$ cat config.mk
export PLATFORM = sky130hd
export DESIGN_NAME = digest_rx
export DESIGN_NICKNAME = d
export VERILOG_FILES = /design/src/rtl/digest_pkg.sv /design/src/rtl/byte_deser.sv /design/src/rtl/digest_rx.sv
export SDC_FILE = /design/constraint.sdc
export NUM_CORES = 1
export LEC_CHECK = 0
export BUFFER_PORTS_ARGS = -buffer_cell sky130_fd_sc_hd__buf_2
export CAP_MARGIN = 20
export CORE_MARGIN = 1.5
export CORE_UTILIZATION = 25
export CTS_CLUSTER_DIAMETER = 200
export DETAILED_ROUTE_END_ITERATION = 10
export GPL_TIMING_DRIVEN = 0
export SETUP_SLACK_MARGIN = 0.15
export SKIP_CTS_REPAIR_TIMING = 1
export SYNTH_ARGS = -nofsm -noshare
export SYNTH_HDL_FRONTEND = slang
export SYNTH_HIERARCHICAL = 1
export SYNTH_SLANG_ARGS = --single-unit
$ cat constraint.sdc
create_clock -name clk -period 2.35 [get_ports clk]
set_clock_uncertainty 0.2 [all_clocks]
set_input_delay 0.3525 -clock clk [delete_from_list [all_inputs] [get_ports clk]]
set_output_delay 0.3525 -clock clk [all_outputs]
set_load 0.02 [all_outputs]
$ cat src/rtl/digest_pkg.sv
// Shared definitions for the digest receiver: FSM state encoding and the
// good-frame counter width.
package digest_pkg;

  localparam int unsigned FRAME_CNT_W = 16;

  typedef enum logic [1:0] {
    ST_IDLE = 2'd0,
    ST_RECV = 2'd1,
    ST_HOLD = 2'd2
  } state_t;

endpackage

$ cat src/rtl/byte_deser.sv
// Byte deserializer: shifts bytes in LSB-first and counts accepted bytes of
// the current frame.
//   clk, rst_n : clock, synchronous active-low reset
//   shift      : accept data_in this cycle
//   first      : accepted byte is the first of a frame (count restarts at 1)
//   data_in    : byte to shift in
//   shreg      : reassembly register, newest byte in the top byte lane
//   cnt        : accepted bytes in the current frame
module byte_deser #(
  parameter int unsigned W = 32,
  localparam int unsigned CNT_W = $clog2(W) + 1
) (
  input  logic               clk,
  input  logic               rst_n,
  input  logic               shift,
  input  logic               first,
  input  logic [7:0]         data_in,
  output logic [W*8-1:0]     shreg,
  output logic [CNT_W-1:0]   cnt
);

  // Right shift: after W bytes, byte k sits in bits [8k+7:8k].
  always_ff @(posedge clk) begin
    if (!rst_n) begin
      shreg <= '0;
      cnt   <= '0;
    end else if (shift) begin
      shreg <= {data_in, shreg[W*8-1:8]};
      cnt   <= first ? CNT_W'(1) : cnt + CNT_W'(1);
    end
  end

endmodule

$ cat src/rtl/digest_rx.sv
// Digest receiver: reassembles a W-byte digest from a byte stream, compares
// it with exp_in, hands it to a consumer with valid/ready and records sticky
// framing errors.
//   clk, rst_n     : clock, synchronous active-low reset
//   data_in/dv_in  : byte stream, LSB first, no backpressure
//   data_end       : last byte of a frame (qualified by dv_in)
//   exp_in         : expected digest
//   clr_err        : clears sticky error flags (a new error wins)
//   digest_out     : reassembled digest, held while digest_valid
//   digest_valid/digest_ready : output handshake
//   match          : digest_out == exp_in at frame completion
//   err_len/err_gap/err_ovf   : sticky length, gap and overflow errors
//   frame_cnt      : saturating count of good frames
module digest_rx
  import digest_pkg::*;
#(
  parameter int unsigned W = 32
) (
  input  logic                   clk,
  input  logic                   rst_n,
  input  logic [7:0]             data_in,
  input  logic                   dv_in,
  input  logic                   data_end,
  input  logic [W*8-1:0]         exp_in,
  input  logic                   clr_err,
  output logic [W*8-1:0]         digest_out,
  output logic                   digest_valid,
  input  logic                   digest_ready,
  output logic                   match,
  output logic                   err_len,
  output logic                   err_gap,
  output logic                   err_ovf,
  output logic [FRAME_CNT_W-1:0] frame_cnt
);

  localparam int unsigned DW    = W * 8;
  localparam int unsigned CNT_W = $clog2(W) + 1;

  state_t           state;
  logic             drop;
  logic [DW-1:0]    shreg;
  logic [CNT_W-1:0] cnt;

  logic             idle_rules_c;
  logic             shift_c;
  logic             last_c;
  logic [DW-1:0]    shreg_nxt_c;

  // A byte arriving in IDLE, or in the HOLD cycle that completes a transfer,
  // is handled by the IDLE rules so back-to-back frames lose nothing.
  always_comb begin
    idle_rules_c = (state == ST_IDLE) || ((state == ST_HOLD) && digest_ready);
    shift_c      = dv_in && ((idle_rules_c && !drop) || (state == ST_RECV));
    last_c       = (cnt == CNT_W'(W - 1));
    shreg_nxt_c  = {data_in, shreg[DW-1:8]};
  end

  byte_deser #(.W(W)) u_deser (
    .clk     (clk),
    .rst_n   (rst_n),
    .shift   (shift_c),
    .first   (idle_rules_c),
    .data_in (data_in),
    .shreg   (shreg),
    .cnt     (cnt)
  );

  // Frame FSM, error flags and digest capture. clr_err is applied first so a
  // later error assignment in the same cycle takes precedence.
  always_ff @(posedge clk) begin
    if (!rst_n) begin
      state        <= ST_IDLE;
      drop         <= 1'b0;
      digest_out   <= '0;
      digest_valid <= 1'b0;
      match        <= 1'b0;
      err_len      <= 1'b0;
      err_gap      <= 1'b0;
      err_ovf      <= 1'b0;
      frame_cnt    <= '0;
    end else begin
      if (clr_err) begin
        err_len <= 1'b0;
        err_gap <= 1'b0;
        err_ovf <= 1'b0;
      end

      case (state)
        ST_IDLE: ;
        ST_RECV: begin
          if (!dv_in) begin
            err_gap <= 1'b1;
            drop    <= 1'b1;
            state   <= ST_IDLE;
          end else if (data_end) begin
            if (last_c) begin
              digest_out   <= shreg_nxt_c;
              match        <= (shreg_nxt_c == exp_in);
              digest_valid <= 1'b1;
              state        <= ST_HOLD;
              if (frame_cnt != '1) frame_cnt <= frame_cnt + FRAME_CNT_W'(1);
            end else begin
              err_len <= 1'b1;
              state   <= ST_IDLE;
            end
          end else if (last_c) begin
            // Frame overran W bytes: drop the rest up to its data_end.
            err_len <= 1'b1;
            drop    <= 1'b1;
            state   <= ST_IDLE;
          end
        end
        ST_HOLD: begin
          if (digest_ready) begin
            digest_valid <= 1'b0;
            state        <= ST_IDLE;
          end else if (dv_in) begin
            err_ovf <= 1'b1;
            drop    <= !data_end;
          end
        end
        default: state <= ST_IDLE;
      endcase

      // IDLE byte handling (also in the transfer cycle out of HOLD).
      if (idle_rules_c && dv_in) begin
        if (drop) begin
          if (data_end) drop <= 1'b0;
        end else if (data_end) begin
          err_len <= 1'b1;
        end else begin
          state <= ST_RECV;
        end
      end
    end
  end

endmodule

## Yosys cells after proc, flatten, opt, wreduce, memory -nomap -nowiden

Cells that the tools add are included.

- Flip-flop bits (word level): 542
- Bits in latches: 0
- RAM bits: 0
- Bits in read-only memories: 0
- Input bits: 270
- Output and inout port bits: 277
- Word-level logic and storage cells: 75
- Memories: 0

- Add/subtract/negate cells: 2
- $mul: 0
- Div/mod/pow operators: 0
- Order comparisons: 0
- Equality and inequality tests: 9
- Shift operators: 0
- Mux-type cells: 40
- Bitwise gates (word level): 0
- Reduce and logical (&&, ||, !) cells: 13

Operator list:

| cell | count |
|---|---|
| $eq A256 B256 Y1 | 1 |
| $mux W1 | 28 |
| $add A16 B1 Y16 const B | 1 |
| $mux W2 | 8 |
| $ne A16 B16 Y1 const B | 1 |
| $reduce_and A5 Y1 | 2 |
| $ne A2 B2 Y1 const B | 4 |
| $add A6 B1 Y6 const B | 1 |
| $eq A6 B5 Y1 const B | 1 |
| $mux W6 | 1 |
| $pmux W2 S3 | 1 |
| $logic_and A1 B1 Y1 | 4 |
| $pmux W1 S2 | 2 |
| $reduce_and A4 Y1 | 1 |
| $eq A2 B1 Y1 const B | 1 |
| $eq A2 B2 Y1 const B | 1 |
| $logic_not A1 Y1 | 2 |
| $logic_not A2 Y1 | 1 |
| $logic_or A1 B1 Y1 | 2 |
| $reduce_bool A2 Y1 | 1 |

## Depth between registers and ports, before layout

- Word-level depth: 8
- Depth in mapped cells: 11
- Gate-level depth less buffers: 8

## By module

The synthesis kept the hierarchy.

Modules (own cells, without submodules):

| module | times used | cells an instance | area an instance (µm²) | seq. area each (µm²) |
|---|---|---|---|---|
| digest_rx | 1 | 1,593 | 13,406.6 | 5,605.4 |
| byte_deser | 1 | 854 | 9,844.4 | 5,245.0 |

## Least setup slack after synthesis

No wires, ideal clock.

- Path kind: reg2reg
- Start: reg frame_cnt[0]
- End: reg frame_cnt[9]
- Library setup time: 0.115 ns
- Arrival time: 1.706 ns
- Data required time: 2.035 ns
- Slack: 0.329 ns
- Stages on the path, launching flop included: 8
- Path buffers: 1
- Clock period less this slack: 2.021 ns
- Path through: dfxtp_1 ha_1 and3_1 buf_4 a311oi_4 nand4_1 xnor2_1 and2_1

- Longest elaborated chain between the ends: 2
- Elaborated cells on any way between the ends: 3
- Those cells by class: add/sub: 1; eq/ne: 1; reduce/logical: 1

RTL lines:

| item | line | source |
|---|---|---|
| start, declared | digest_rx.sv:33 | `output logic [FRAME_CNT_W-1:0] frame_cnt` |
| start signal, assigned | digest_rx.sv:101 | `if (frame_cnt != '1) frame_cnt <= frame_cnt + FRAME_CNT_W'(1);` |
| parallel branches: the longest is 2 deep, another holds $add A16 B1 Y16 | - |  |

Parallel ways; which one is timed is not known.
A chain may end at the register's enable or synchronous reset.

## Worst setup path after layout

- Start: reg u_deser.shreg[76]
- End: reg match

- Longest elaborated chain between the ends: 1

RTL lines:

| item | line | source |
|---|---|---|
| start, declared | byte_deser.sv:18 | `output logic [W*8-1:0] shreg,` |
| start signal, assigned | byte_deser.sv:28 | `shreg <= {data_in, shreg[W*8-1:8]};` |
| $eq A256 B256 Y1 | digest_rx.sv:98 | `match <= (shreg_nxt_c == exp_in);` |
| end signal, assigned | digest_rx.sv:98 |  |
| end, declared | digest_rx.sv:29 | `output logic match,` |

No other way between the ends.

==> impl_metrics.toml <==
[status]
outcome = "finished clean"

[sta]
hold_viol = 0
tightest_slew_ns = 1.10
holdWs_ns = 0.0576
finalWorstSetupSlack_ns = 0.0878
timing.fmax_ghz = 0.442
slew_viol_final = 0
rsz0062_at_grt = "true"
period_needed_ns = 2.26
slew_headroom = 0.266
finalCritPeriodShare = 0.963
finalSetupViolCount = 0

[setup_path]
reg2reg_slack_ns = 0.09
r2r_start = "u_deser/shreg[76]"
critPathCapture = "match"
path_class = "reg -> reg"
startpoint = "u_deser/shreg[76]"
cp_data_arrival_time_ns = 2.63
critPathRequiredTime_ns = 2.72
critPathLaunchType = "register"
r2r_end = "match"
critPathCaptureType = "register"
r2r_cells = 6
worst-path-max-fanout = 4

[routing]
drtAntennaViolNets = 0
vias = 19860
routed_via_density = 4.60
drt-total-wl_um = 114000
dr.pass1.iters = 5
wl_per_cell_um = 26.4
drt_iter0_drc = 1297
drc = 0

[clock_network]
cts_buffer_depth = 3
numClockSinks = 534
clkSlewWorstSetupHoldPaths_ns = 0.07
h-tree-depth = 2
cts_inserted_buffers = 61
clock_latency_ns = 0.63
tritoncts = "done"
root_buffer = "clkbuf_16"

[synthesis]
yosysWarnings = 6
netlist_area_um2 = 23000
synth.avg_cell_area_um2 = 9.48
synth_nets = 2699
syn_inst = 2423

[grt]
grtUsageTotal = 0.230
grt_first_pass_wirelength_um = 150000
grt_use_met2 = 0.376
grt_overflow_total = 0
busiest_layer = "met2"
grt_pass1_vias = 18694
use_met3 = 0.0416
grt_util_met1 = 0.315
antenna_found_initial = 24
grt_max_degree = 16

[layout]
fillCellCount = 9488
final_util = 0.341
drive_above_1_share = 0.279
area.growth.synth_to_final_pct = 34.7
final_nets = 3357

[die]
die_h_um = 306
row_count = 110
die_area_um2 = 93700
die_x_um = 306
coreArea_um2 = 90600
start_util = 0.254
pin_count = 547

[place]
dp_hpwl_um = 92200
port_buffers = 545
pre_cts_slack_ns = -0.803
place_congestion = 0.860

[power_and_ir_drop]
ir_drop_uv = 547
power.density_nw_per_um2 = 682
leakage_nw = 13.0

[hold_path]
min_path_type = "in -> reg"

[run]
cap_violations = 0
through the flow:
| step | area, um2 | std cells | total power [mW] | setup TNS (ns) |
|---|---|---|---|---|
| final | 30900 | 4318 | 21.1 | 0 |
| after global routing | 30900 | 4312 | 21.7 | 0 |
| after CTS | 29200 | 4262 | 20.8 | -188.45 |
| after detailed placement | 27200 | 4151 | 11.2 | -182.27 |
| after global placement | 27200 | 4144 | 11.2 | -233.68 |
| after floorplan | 23000 | 2423 | 10.3 | 0 |
worst max-delay path, cell delays in order (launching register included):
cell     delay (ns)
dfxtp_1        0.49
xor2_1         0.17
nor4_1         0.60
nand4_1        0.20
nor4_1         0.24
nand4_1        0.15
o21ai_1        0.15
cell type report:
class / count / area, um2 / area share
buffer: 147 / 1190 / 0.0384
tap: 1176 / 1470 / 0.0476
multi-input combinational: 1733 / 12100 / 0.391
timing repair buffer: 594 / 3350 / 0.108
clock buffer: 84 / 1770 / 0.0571
clock inverter: 27 / 241 / 0.00781
inverter: 10 / 42.5 / 0.00138
antenna: 13 / 32.5 / 0.00105
sequential: 534 / 10800 / 0.348
power breakdown:
group	total [mW]	switching (mW)	internal, mW	leakage (nW)
Clock	9.63	4.07	5.56	0.975
Sequential	9.15	0.0721	9.08	4.32
Combinational	2.31	1.23	1.08	7.71
Total	21.1	5.37	15.7	13.0
metal layers:
layer  vias to the layer above  routed length [um]
li1                       9375                   -
met1                      9666               52700
met2                       676               52600
met3                       121                6300
met4                        22                2290
met5                         -                 122
how the worst min path moves through the flow:
stage                    start            endpoint  slack [ns]  depth (start not counted)
2_1_floorplan   u_deser/cnt[5]      u_deser/cnt[5]        0.25                          2
3_3_place_gp   digest_out[249]     digest_out[249]        0.24                          2
3_5_place_dp   digest_out[196]     digest_out[196]        0.24                          2
4_1_cts                  rst_n  u_deser/shreg[254]       -0.26                          2
5_1_grt             exp_in[72]               match        0.07                          6
6_report           exp_in[181]               match        0.06                          5
state kept, by name, indices dropped and copies added (netlist names):
name and count:
digest_out 256, u_deser/shreg 248, frame_cnt 16, u_deser/cnt 6, state 2, digest_valid 1, drop 1, err_gap 1
err_len 1, err_ovf 1, match 1
layout by cell type (no fill, tap or decap), types with 8 or more instances in the layout:
master / instances
a21boi_1: 250
and2_1: 15
buf_12: 20
buf_2: 551
buf_4: 37
buf_6: 14
buf_8: 10
clkbuf_1: 70
clkbuf_16: 73
clkbuf_2: 13
clkbuf_4: 12
clkbuf_8: 11
clkinv_2: 13
clkinvlp_4: 8
dfxtp_1: 500
dfxtp_2: 27
diode_2: 13
dlygate4sd3_1: 13
mux2i_1: 245
nand2_1: 521
nand4_1: 36
nor2_1: 9
nor2b_1: 253
nor4_1: 30
nor4_2: 17
nor4_4: 13
xnor2_1: 47
xor2_1: 213
Power figures use the tool's default switching activity.
